### src/rtl/load_store_unit.sv
// load_store_unit: adapts RV32I byte/halfword/word loads and stores onto a
// memory that only reads and writes aligned 32-bit words. Sub-word stores
// use a read-modify-write sequence. Misaligned or illegal requests complete
// with an error and make no memory access.
module load_store_unit (
    input  logic        clock,
    input  logic        reset_n,
    input  logic        req_valid,
    output logic        req_ready,
    input  logic        req_write,
    input  logic [2:0]  req_funct3,
    input  logic [31:0] req_addr,
    input  logic [31:0] req_wdata,
    output logic        busy,
    output logic        rsp_valid,
    output logic [31:0] rsp_rdata,
    output logic        rsp_error,
    output logic [31:0] mem_address,
    output logic [31:0] mem_write_data,
    output logic        mem_MemWrite,
    output logic        mem_MemRead,
    input  logic [31:0] mem_read_data
);

    typedef enum logic [2:0] {
        ST_IDLE,
        ST_LOAD,
        ST_READ,
        ST_WRITE,
        ST_RESP
    } state_t;

    state_t      r_state;
    state_t      w_next_state;

    logic [31:0] r_addr;
    logic [31:0] r_wdata;
    logic [2:0]  r_funct3;
    logic        r_write;
    logic [31:0] r_old;
    logic [31:0] r_rdata;
    logic        r_error;

    logic        w_accept;
    logic        w_legal;
    logic [7:0]  w_byte;
    logic [15:0] w_half;
    logic [31:0] w_load_ext;
    logic [31:0] w_merged;

    assign w_accept = req_valid && (r_state == ST_IDLE);

    // Legality of the incoming request: funct3 must exist for the direction,
    // and halfword/word accesses must be naturally aligned.
    always_comb begin
        w_legal = 1'b0;
        case (req_funct3)
            3'b000:  w_legal = 1'b1;
            3'b001:  w_legal = ~req_addr[0];
            3'b010:  w_legal = (req_addr[1:0] == 2'b00);
            3'b100:  w_legal = ~req_write;
            3'b101:  w_legal = ~req_write & ~req_addr[0];
            default: w_legal = 1'b0;
        endcase
    end

    // Lane selection and sign/zero extension of the word returned by memory.
    always_comb begin
        w_byte = 8'h00;
        case (r_addr[1:0])
            2'b00:   w_byte = mem_read_data[7:0];
            2'b01:   w_byte = mem_read_data[15:8];
            2'b10:   w_byte = mem_read_data[23:16];
            default: w_byte = mem_read_data[31:24];
        endcase
        w_half = r_addr[1] ? mem_read_data[31:16] : mem_read_data[15:0];
        w_load_ext = mem_read_data;
        case (r_funct3)
            3'b000:  w_load_ext = {{24{w_byte[7]}}, w_byte};
            3'b100:  w_load_ext = {24'h000000, w_byte};
            3'b001:  w_load_ext = {{16{w_half[15]}}, w_half};
            3'b101:  w_load_ext = {16'h0000, w_half};
            default: w_load_ext = mem_read_data;
        endcase
    end

    // Store word: the old word with the addressed lane replaced, or rs2 for SW.
    always_comb begin
        w_merged = r_old;
        case (r_funct3)
            3'b000: begin
                case (r_addr[1:0])
                    2'b00:   w_merged[7:0]   = r_wdata[7:0];
                    2'b01:   w_merged[15:8]  = r_wdata[7:0];
                    2'b10:   w_merged[23:16] = r_wdata[7:0];
                    default: w_merged[31:24] = r_wdata[7:0];
                endcase
            end
            3'b001: begin
                if (r_addr[1]) begin
                    w_merged[31:16] = r_wdata[15:0];
                end else begin
                    w_merged[15:0] = r_wdata[15:0];
                end
            end
            default: w_merged = r_wdata;
        endcase
    end

    // State register.
    always_ff @(posedge clock) begin
        if (!reset_n) begin
            r_state <= ST_IDLE;
        end else begin
            r_state <= w_next_state;
        end
    end

    // Next-state selection and per-state memory/handshake outputs.
    always_comb begin
        w_next_state   = r_state;
        req_ready      = 1'b0;
        busy           = 1'b1;
        rsp_valid      = 1'b0;
        mem_address    = '0;
        mem_write_data = '0;
        mem_MemWrite   = 1'b0;
        mem_MemRead    = 1'b0;
        case (r_state)
            ST_IDLE: begin
                req_ready = 1'b1;
                busy      = 1'b0;
                if (w_accept) begin
                    if (!w_legal) begin
                        w_next_state = ST_RESP;
                    end else if (!req_write) begin
                        w_next_state = ST_LOAD;
                    end else if (req_funct3 == 3'b010) begin
                        w_next_state = ST_WRITE;
                    end else begin
                        w_next_state = ST_READ;
                    end
                end
            end
            ST_LOAD: begin
                mem_address  = {r_addr[31:2], 2'b00};
                mem_MemRead  = 1'b1;
                w_next_state = ST_RESP;
            end
            ST_READ: begin
                mem_address  = {r_addr[31:2], 2'b00};
                mem_MemRead  = 1'b1;
                w_next_state = ST_WRITE;
            end
            ST_WRITE: begin
                mem_address    = {r_addr[31:2], 2'b00};
                mem_write_data = w_merged;
                // Gated so a reset landing on this cycle commits nothing.
                mem_MemWrite   = reset_n;
                w_next_state   = ST_RESP;
            end
            ST_RESP: begin
                rsp_valid    = 1'b1;
                w_next_state = ST_IDLE;
            end
            default: begin
                w_next_state = ST_IDLE;
            end
        endcase
    end

    // Request capture, old-word capture and response registers. Response
    // values are written only in the cycle before RESP so they hold steady
    // until the next response.
    always_ff @(posedge clock) begin
        if (!reset_n) begin
            r_addr   <= '0;
            r_wdata  <= '0;
            r_funct3 <= '0;
            r_write  <= 1'b0;
            r_old    <= '0;
            r_rdata  <= '0;
            r_error  <= 1'b0;
        end else begin
            case (r_state)
                ST_IDLE: begin
                    if (w_accept) begin
                        r_addr   <= req_addr;
                        r_wdata  <= req_wdata;
                        r_funct3 <= req_funct3;
                        r_write  <= req_write;
                        if (!w_legal) begin
                            r_rdata <= '0;
                            r_error <= 1'b1;
                        end
                    end
                end
                ST_LOAD: begin
                    r_rdata <= w_load_ext;
                    r_error <= 1'b0;
                end
                ST_READ: begin
                    r_old <= mem_read_data;
                end
                ST_WRITE: begin
                    r_rdata <= '0;
                    r_error <= 1'b0;
                end
                default: begin
                end
            endcase
        end
    end

    assign rsp_rdata = r_rdata;
    assign rsp_error = r_error;

endmodule

### config.mk
export PLATFORM = sky130hd
export DESIGN_NAME = load_store_unit
export DESIGN_NICKNAME = d
export VERILOG_FILES = /design/src/rtl/load_store_unit.sv
export SDC_FILE = /design/constraint.sdc
export NUM_CORES = 1
export LEC_CHECK = 0
export ABC_AREA = 1
export BUFFER_PORTS_ARGS = -buffer_cell sky130_fd_sc_hd__buf_4
export CORE_MARGIN = 2
export CORE_UTILIZATION = 42
export CTS_CLUSTER_DIAMETER = 120
export DETAILED_ROUTE_END_ITERATION = 12
export PLACE_DENSITY = 0.77
export SYNTH_ARGS = -nofsm -noshare
export SYNTH_HDL_FRONTEND = slang
export SYNTH_SLANG_ARGS = --single-unit
export TNS_END_PERCENT = 1
### constraint.sdc
create_clock -name clock -period 1.6 [get_ports clock]
set_input_delay 0.32 -clock clock [delete_from_list [all_inputs] [get_ports clock]]
set_output_delay 0.32 -clock clock [all_outputs]
set_load 0.1 [all_outputs]
## Word-level counts from Yosys, hierarchy flattened

Cells that the tools add are included.

| word-level totals | value |
|---|---|
| register bits after elaboration | 135 |
| latch bits | 0 |
| memory bits (writable) | 0 |
| ROM bits | 0 |
| input port bits | 103 |
| output and inout bits | 102 |
| word-level logic and storage cells | 69 |
| memories kept | 0 |

| operators by class | value |
|---|---|
| $add $sub $neg | 0 |
| multipliers | 0 |
| divide/modulo/power cells | 0 |
| magnitude comparators | 0 |
| eq/ne operators | 15 |
| shift-type cells | 0 |
| multiplexer cells | 29 |
| bitwise operators | 3 |
| reductions and logical operators | 15 |

Operators with widths:

| cell | number |
|---|---|
| $mux W32 | 4 |
| $pmux W32 S4 | 1 |
| $pmux W32 S3 | 1 |
| $pmux W32 S2 | 1 |
| $mux W16 | 3 |
| $mux W8 | 4 |
| $pmux W8 S3 | 1 |
| $eq A3 B3 Y1 const B | 5 |
| $eq A3 B1 Y1 const B | 3 |
| $eq A3 B2 Y1 const B | 3 |
| $logic_not A3 Y1 | 3 |
| $pmux W3 S3 | 1 |
| $mux W1 | 8 |
| $mux W3 | 2 |
| $reduce_and A3 Y1 | 2 |
| $reduce_or A3 Y1 | 2 |
| $pmux W1 S5 | 1 |
| $logic_not A2 Y1 | 2 |
| $ne A2 B2 Y1 const B | 2 |
| $reduce_or A2 Y1 | 2 |
| $reduce_bool A3 Y1 | 1 |
| $eq A2 B1 Y1 const B | 1 |
| $eq A2 B2 Y1 const B | 1 |
| $mux W2 | 1 |
| other kinds (6) | 7 |

## Longest topological paths before layout

Gate-level depths: netlist of run 1.

| logic depth | value |
|---|---|
| depth after elaboration | 6 |
| gate-level depth with buffers | 12 |
| gate-level depth less buffers | 10 |

## Worst setup path before layout of run 1

No wires, ideal clock.

| path | value |
|---|---|
| path type | reg2out |
| start point | reg r_funct3[2] |
| end point | out mem_write_data[25] |
| arrival time | 2813 ps |
| data required time | 1280 ps |
| slack | -1533 ps |
| cell stages (with the launch flop) | 9 |
| cells stage by stage | dfxtp_1 > inv_1 > nand2_2 > buf_6 > nand2_1 > inv_2 > buf_4 > nand2_1 > a31oi_1 |

| between the ends | value |
|---|---|
| cells in the longest elaborated chain, start to end | 3 |
| elaborated cells between the ends (all ways) | 4 |
| classes of those cells | 1 x eq/ne; 2 x mux; 1 x reduce/logical |

RTL lines:

| element | line | RTL |
|---|---|---|
| start: declaration | 38 | `logic [2:0] r_funct3;` |
| start signal: assignment | 190 | `r_funct3 <= req_funct3;` |
| $eq A3 B1 Y1 / $logic_not A3 Y1 (equally long branches) | 90 | `case (r_funct3)` |
| $pmux W32 S2 (*) | 90 |  |
| $mux W32 (*) | 129 | `case (r_state)` |
| end: declaration | 19 | `output logic [31:0] mem_write_data,` |

Every way passes the cells marked *; elsewhere a longest branch is shown, timed or not.

## Final worst setup path of run 1

| path | value |
|---|---|
| start point | reg r_funct3[1] |
| end point | out mem_write_data[7] |

Same word-level chain as after synthesis.

==> metrics.txt, run 1 <==
post-route ant nets 0; Avg Vias per Cell 5.20; Post-synth EDFFs 0; startpoint class of the critical path flip-flop; hold wc startpoint req_addr[9]; Crit Path Class flip-flop to output pin; gpl congestion 0.895; routed wire length 23.3 mm; clk slew on worst S/H paths 60 ps; WL/cell 16.1 µm; design area 0.0107 mm²; initial antenna violation count 0; number of global-route vias before repair 7308; post-synth top area share 40.7%; Final min period 2240 ps; WP data required 1280 ps; Max Transition Viols Final 0; most area-hungry cell type in the Yosys netlist dfxtp_1; Layout Skew 8.75 ps; global route overflow 0; highest clock rate 0.447 GHz; WHS Endpoint r_addr[9]; RSZ-0062 raised after global routing true; Design Power 9.85 mW; gr usage total 27.8%; Yosys Warn Count 0; commonest cells in the netlist nand2_1, a21oi_1, dfxtp_1; FF-to-FF Start r_addr[1]; final setup violation count 69; die span in y 130 µm; Top Family by Delay on Critical Path simple AND/OR/NAND/NOR gates; max-cap violations 0; VDD IR max 812 µV; area grow syn2layout 61.6%; drt first pass iters 5; top cells by area, synth dfxtp_1, nand2_1, a21oi_1; Max Root-Sink Buffers 2; CTS Root Buffer Type clkbuf_16; Num CTS Buffers 17; CP max FO 15; hold depth 3; worst skew pair latency 430 ps; largest net degree at the start of global routing 76; Seq/Total Area, Yosys 40.7%; violated checks negative setup slack; Worst Hold Class input port to flip-flop; final cycle utilization of the critical path 140%; share of post-route cells with drive strength above 1 36.6%; Top Ports 205; Fin. Hold Viols 0; cell mode on critical path nand2_8; 1st-iter DRT viols 540; R2R Path End rsp_rdata[31]; ANT cells 0; via count 7534; Netlist cell types 34; Avg Cell Area, Syn 6.63 µm²; Core ar. 0.0153 mm²; P per Cell Area 919 mW/mm²; CP Buf/Inv Count 3; global-route wire length before repair 36.3 mm; ys flop type dfxtp_1; Sink Count 135; most numerous cell in the Yosys netlist nand2_1; outcome finished with violations; crit path DAT 1920 ps; Site Rows 45; final net count 1329; post-DP HPWL 16.2 mm; CTS tree built; Area after DPL 0.00900 mm²; synthesized instance count 1001; max incr delay on CP 370 ps; H-Tree Level Count 4; Worst Reg2Reg Path Length in Cells 10; cell depth of the worst setup path 11; die width 130 µm; Remaining DRCs 0; Lkg Pwr 4.36 nW; r2r setup slk -40 ps; worst-path cell chain inv_8 -> nand2_8 -> nor2_8 -> nand2_4 -> nand2_8 -> nand2_8 -> buf_12 -> nor2_4 -> a21oi_2 -> nor2_4 -> buf_12; ys async rst share 0%; final worst slack -638 ps; Post-Syn Area 0.00663 mm²; critical path's slowest cell dfxtp_4; IO buf count 202; flops & latches, synth 135; total die area 0.0168 mm²; CP Capture Type output pin; Starting Density 43.3%
## final cells by class
type                    instances  area [µm²]
inverters                     122         536
clock buffers                  18         439
flip-flops and latches        135        2710
repair buffers                271        2970
multi-input cells             679        3620
fillers                      1233        4600
clock inverters                14         175
well taps                     211         264
## kinds of logic after synthesis
family / Yosys count / share of synthesized area, %
buffers and inverters: 188 / 11.8
AND/OR/NAND/NOR: 390 / 25.1
other: 1 / 0.0565
AO/OA/AOI/OAI: 287 / 22.3
flip-flops: 135 / 40.7
## layer usage
layer	global-route usage [%]	vias to the layer above	part of all wire [%]
li1	-	3676	-
met1	32.9	3502	39
met2	46.7	303	50
met3	7.93	53	7.9
met4	12.7	0	3.4
met5	0	-	0
## timing repair
action                     4_1_cts  5_1_grt
setup endpoints to repair      155      163
setup buffers                    2        0
pin swaps                       13        5
hold buffers                     0        0
resized for setup              243       64
## worst reg2reg max path, cell delays in order (launching register included)
cell and delay, ps:
dfxtp_2 350, buf_6 140, inv_2 80, buf_6 150, nand2_1 80, nand2_1 80
nand2_1 90, nand3_4 90, nand3_4 190, nand2_1 180, a21oi_1 80
## state kept, by name, indices dropped and copies added, names as in the netlist
register	count
r_addr	32
r_old	32
r_wdata	32
rsp_rdata	32
r_funct3	3
r_state	3
rsp_error	1
## through the flow
stage                     setup WS, ps  setup TNS, ps  hold WS, ps  instances  utilization (%)
after floorplan                   -472         -25880          430       1002                -
after global placement            -339         -12480          436       1416             58.8
after detailed placement          -416         -19380          447       1416             58.8
after CTS                         -612         -33960          151       1450             68.9
after global routing              -729         -37770          164       1450             70.0
final                             -638         -31910          152       1450             70.0
## cell usage in the layout, fill, tap and decap left out, types with 14 or more instances in the layout
| cell | n |
|---|---|
| dfxtp_1 | 130 |
| clkinvlp_4 | 22 |
| inv_1 | 91 |
| a21oi_1 | 142 |
| nor2_2 | 31 |
| buf_12 | 68 |
| o21ai_0 | 70 |
| nand3_1 | 61 |
| clkbuf_16 | 17 |
| nand2_2 | 23 |
| nor2_1 | 48 |
| nand2_1 | 192 |
| o21ai_1 | 37 |
| buf_4 | 185 |
| buf_6 | 14 |
## report_power, final
part | total (mW) | switching, mW | internal, mW | leakage (nW)
sequential | 3.65 | 0.103 | 3.54 | 1.11
clock | 4.07 | 1.57 | 2.50 | 0.281
combinational | 2.13 | 1.33 | 0.803 | 2.98
total | 9.85 | 3.00 | 6.85 | 4.36
## worst max-delay path by stage
stage	start	endpoint	slack, ps
after global routing	r_funct3[1]	mem_write_data[19]	-730
after floorplan	r_funct3[1]	mem_write_data[7]	-470
final	r_funct3[1]	mem_write_data[7]	-640
after detailed placement	r_funct3[1]	mem_write_data[27]	-420
after global placement	r_funct3[1]	mem_write_data[21]	-340
after CTS	r_funct3[1]	mem_write_data[21]	-610
Note: power is estimated with default switching activity, not from simulation.
==> inputs of run 2 (changes only) <==
CORE_ASPECT_RATIO = 2   (was not set)
PLACE_DENSITY = 0.75   (was 0.77)
REMOVE_ABC_BUFFERS = 1   (was not set)
clock period = 2.8 ns   (was 1.6 ns; I/O delays follow)
==> run 2 against run 1 <==
Against the previous run:
- the flow now finishes without violations
- final cell count down 4.4%
- first-iteration DRC count shrank 9.3%
- flip-flop and latch count unchanged
- worst hold slack improved by 260 ps
- via count fell by 4.7%
- critical path type unchanged
- routed wire length is 8.1% lower
- combinational power shrank 55%
- register-to-register slack better by 620 ps
- largest power group unchanged
- non-clock buffer count is 54 lower
- sequential power decreased by 43%
- worst setup slack gained 750 ps
==> metrics.txt, run 2 (synthesized netlist as in run 1, its figures left out) <==
worst-margin pin slew 648 ps; die span in y 182 µm (+40%); VDD IR max 485 µV (-40%); final setup violation count 0 (-100%); Top Ports 205 (unchanged); total die area 0.0169 mm² (+0.37%); highest clock rate 0.372 GHz; CTS tree built; WP data required 2240 ps (+960 ps); global route overflow 0 (unchanged); die width 92.9 µm (-28%); area grow syn2layout 33.6%; Sink Count 135 (unchanged); global-route wire length before repair 33.4 mm (-8.0%); ANT cells 0 (unchanged); worst slack, placed 416 ps (+832 ps); FF-to-FF Start r_state[1]; gr usage total 25.0% (-2.8 points); Setup TNS Final 0 ps (+31910 ps); clk slew on worst S/H paths 60 ps (about the same); final cycle utilization of the critical path 95.9%; Num CTS Buffers 17 (unchanged); crit path launch r_addr[1]; Max Transition Viols Final 0 (unchanged); outcome finished clean; post-route ant nets 0 (unchanged); Layout Skew 9.62 ps (+0.869 ps); Internal 3.69 mW (-46%); max-cap violations 0 (unchanged); CP max FO 26 (+11); Psw 1.65 mW (-45%); Final min period 2680 ps; area of the multi-input gates 0.00318 mm² (-12%); P per Cell Area 603 mW/mm² (-34%); met3 WL 1.70 mm (-7.5%); final core occ 56.8% (-13 points); routed wire length 21.4 mm (-8.1%); Crit Path Class flip-flop to output pin; number of global-route vias before repair 6636 (-9.2%); Post-CTS Setup Bufs 0 (-2); CP Capture Point mem_write_data[7]; Site Rows 65 (+44%); r2r setup slk 580 ps (+620 ps); largest net degree at the start of global routing 80 (+5.3%); H-Tree Level Count 4 (unchanged); startpoint class of the critical path flip-flop; via count 7177 (-4.7%); drt first pass iters 6 (+1); Clk network pwr share 42.9% (+1.6 points); Worst Hold Class input port to flip-flop; Net Sw Frac 30.9% (+0.44 points); gpl congestion 0.955 (+6.7%); WL/cell 15.5 µm (-3.9%); Seq pwr share 39.1% (+2.1 points); top sig layer met4; Max Root-Sink Buffers 2 (unchanged); R2R Path End rsp_rdata[14]; IO buf count 202 (unchanged); Starting Density 42.5% (-0.83 points); final net count 1275 (-4.1%); 1st-iter DRT viols 490 (-9.3%); CTS Root Buffer Type clkbuf_16; Fin. Hold Viols 0 (unchanged); post-DP HPWL 15.5 mm (-4.1%); final worst slack 115 ps (+753 ps); cts hold-fix bufs 0 (unchanged); RSZ-0062 raised after global routing true; Lkg Pwr 4.02 nW (-7.8%); Avg Vias per Cell 5.18 (-0.34%); crit path DAT 2120 ps (+200 ps); fillcell total 1578 (+28%); Reg area 0.00271 mm² (-0.28%); met1 wire length 8.84 mm (-3.2%); Core ar. 0.0156 mm² (+2.0%); Remaining DRCs 0 (unchanged); CP Capture Type output pin; commonest cells after routing, fill and taps aside nand2_1, buf_4, a21oi_1; Worst Reg2Reg Path Length in Cells 8 (-2); worst skew pair latency 420 ps (about the same); initial antenna violation count 0 (unchanged); share of post-route cells with drive strength above 1 23.7% (-13 points); hold wc startpoint req_wdata[23]; WL met2 10.3 mm (-11%); relative slew slack 56.6%; combinational share of power 18.0% (-3.6 points); Design Power 5.34 mW (-46%)
## run 2: worst min path at each step
stage | endpoint | depth (start not counted)
after floorplan | r_old[0] | 2
after global placement | r_old[1] | 2
after detailed placement | r_old[7] | 2
after CTS | r_wdata[23] | 3
after global routing | r_wdata[31] | 3
final | r_wdata[23] | 3
## run 2: stage by stage
step	hold slack [ps]	cell area, µm²	cells
2_1_floorplan	429	6320	936
5_1_grt	419	8860	1386
3_5_place_dp	444	8200	1354
4_1_cts	407	8820	1386
6_report	413	8860	1386
3_3_place_gp	440	8200	1354
## run 2: repair_timing
| action | in CTS | in global routing |
|---|---|---|
| setup endpoints to repair | 8 | 31 |
| pin swaps | 0 | 0 |
| gates resized for setup | 3 | 12 |
## run 2: final cells by class
type                            instances  share of cell area (%)
Clock buffer                           18                    4.96
Clock inverter                         14                    1.86
Inverter                              122                    5.25
Multi-Input combinational cell        679                    35.9
Sequential cell                       135                    30.5
Tap cell                              201                    2.84
Timing Repair Buffer                  217                    18.6
## run 2: worst max-delay path, cell delays in order, from the launching register on
cell     delay [ps]
dfxtp_1         470
buf_4           340
nor2_1           90
inv_1           100
nand2_4         120
nor2_1          110
a21oi_1          50
nor2_1          120
buf_4           310
## run 2: routing by layer
layer / vias up / global-route usage [%]
li1: 3562 / -
met1: 3230 / 31.9
met2: 345 / 41.6
met3: 40 / 4.73
met4: 0 / 8.88
met5: - / 0
## run 2: power groups by stage
stage	clock, mW	sequential, mW	combinational [mW]
3_3_place_gp	0	2.13	0.930
3_5_place_dp	0	2.13	0.941
6_report	2.29	2.09	0.960
4_1_cts	2.32	2.09	0.950
5_1_grt	2.41	2.10	1.06
2_1_floorplan	0	2.17	0.541
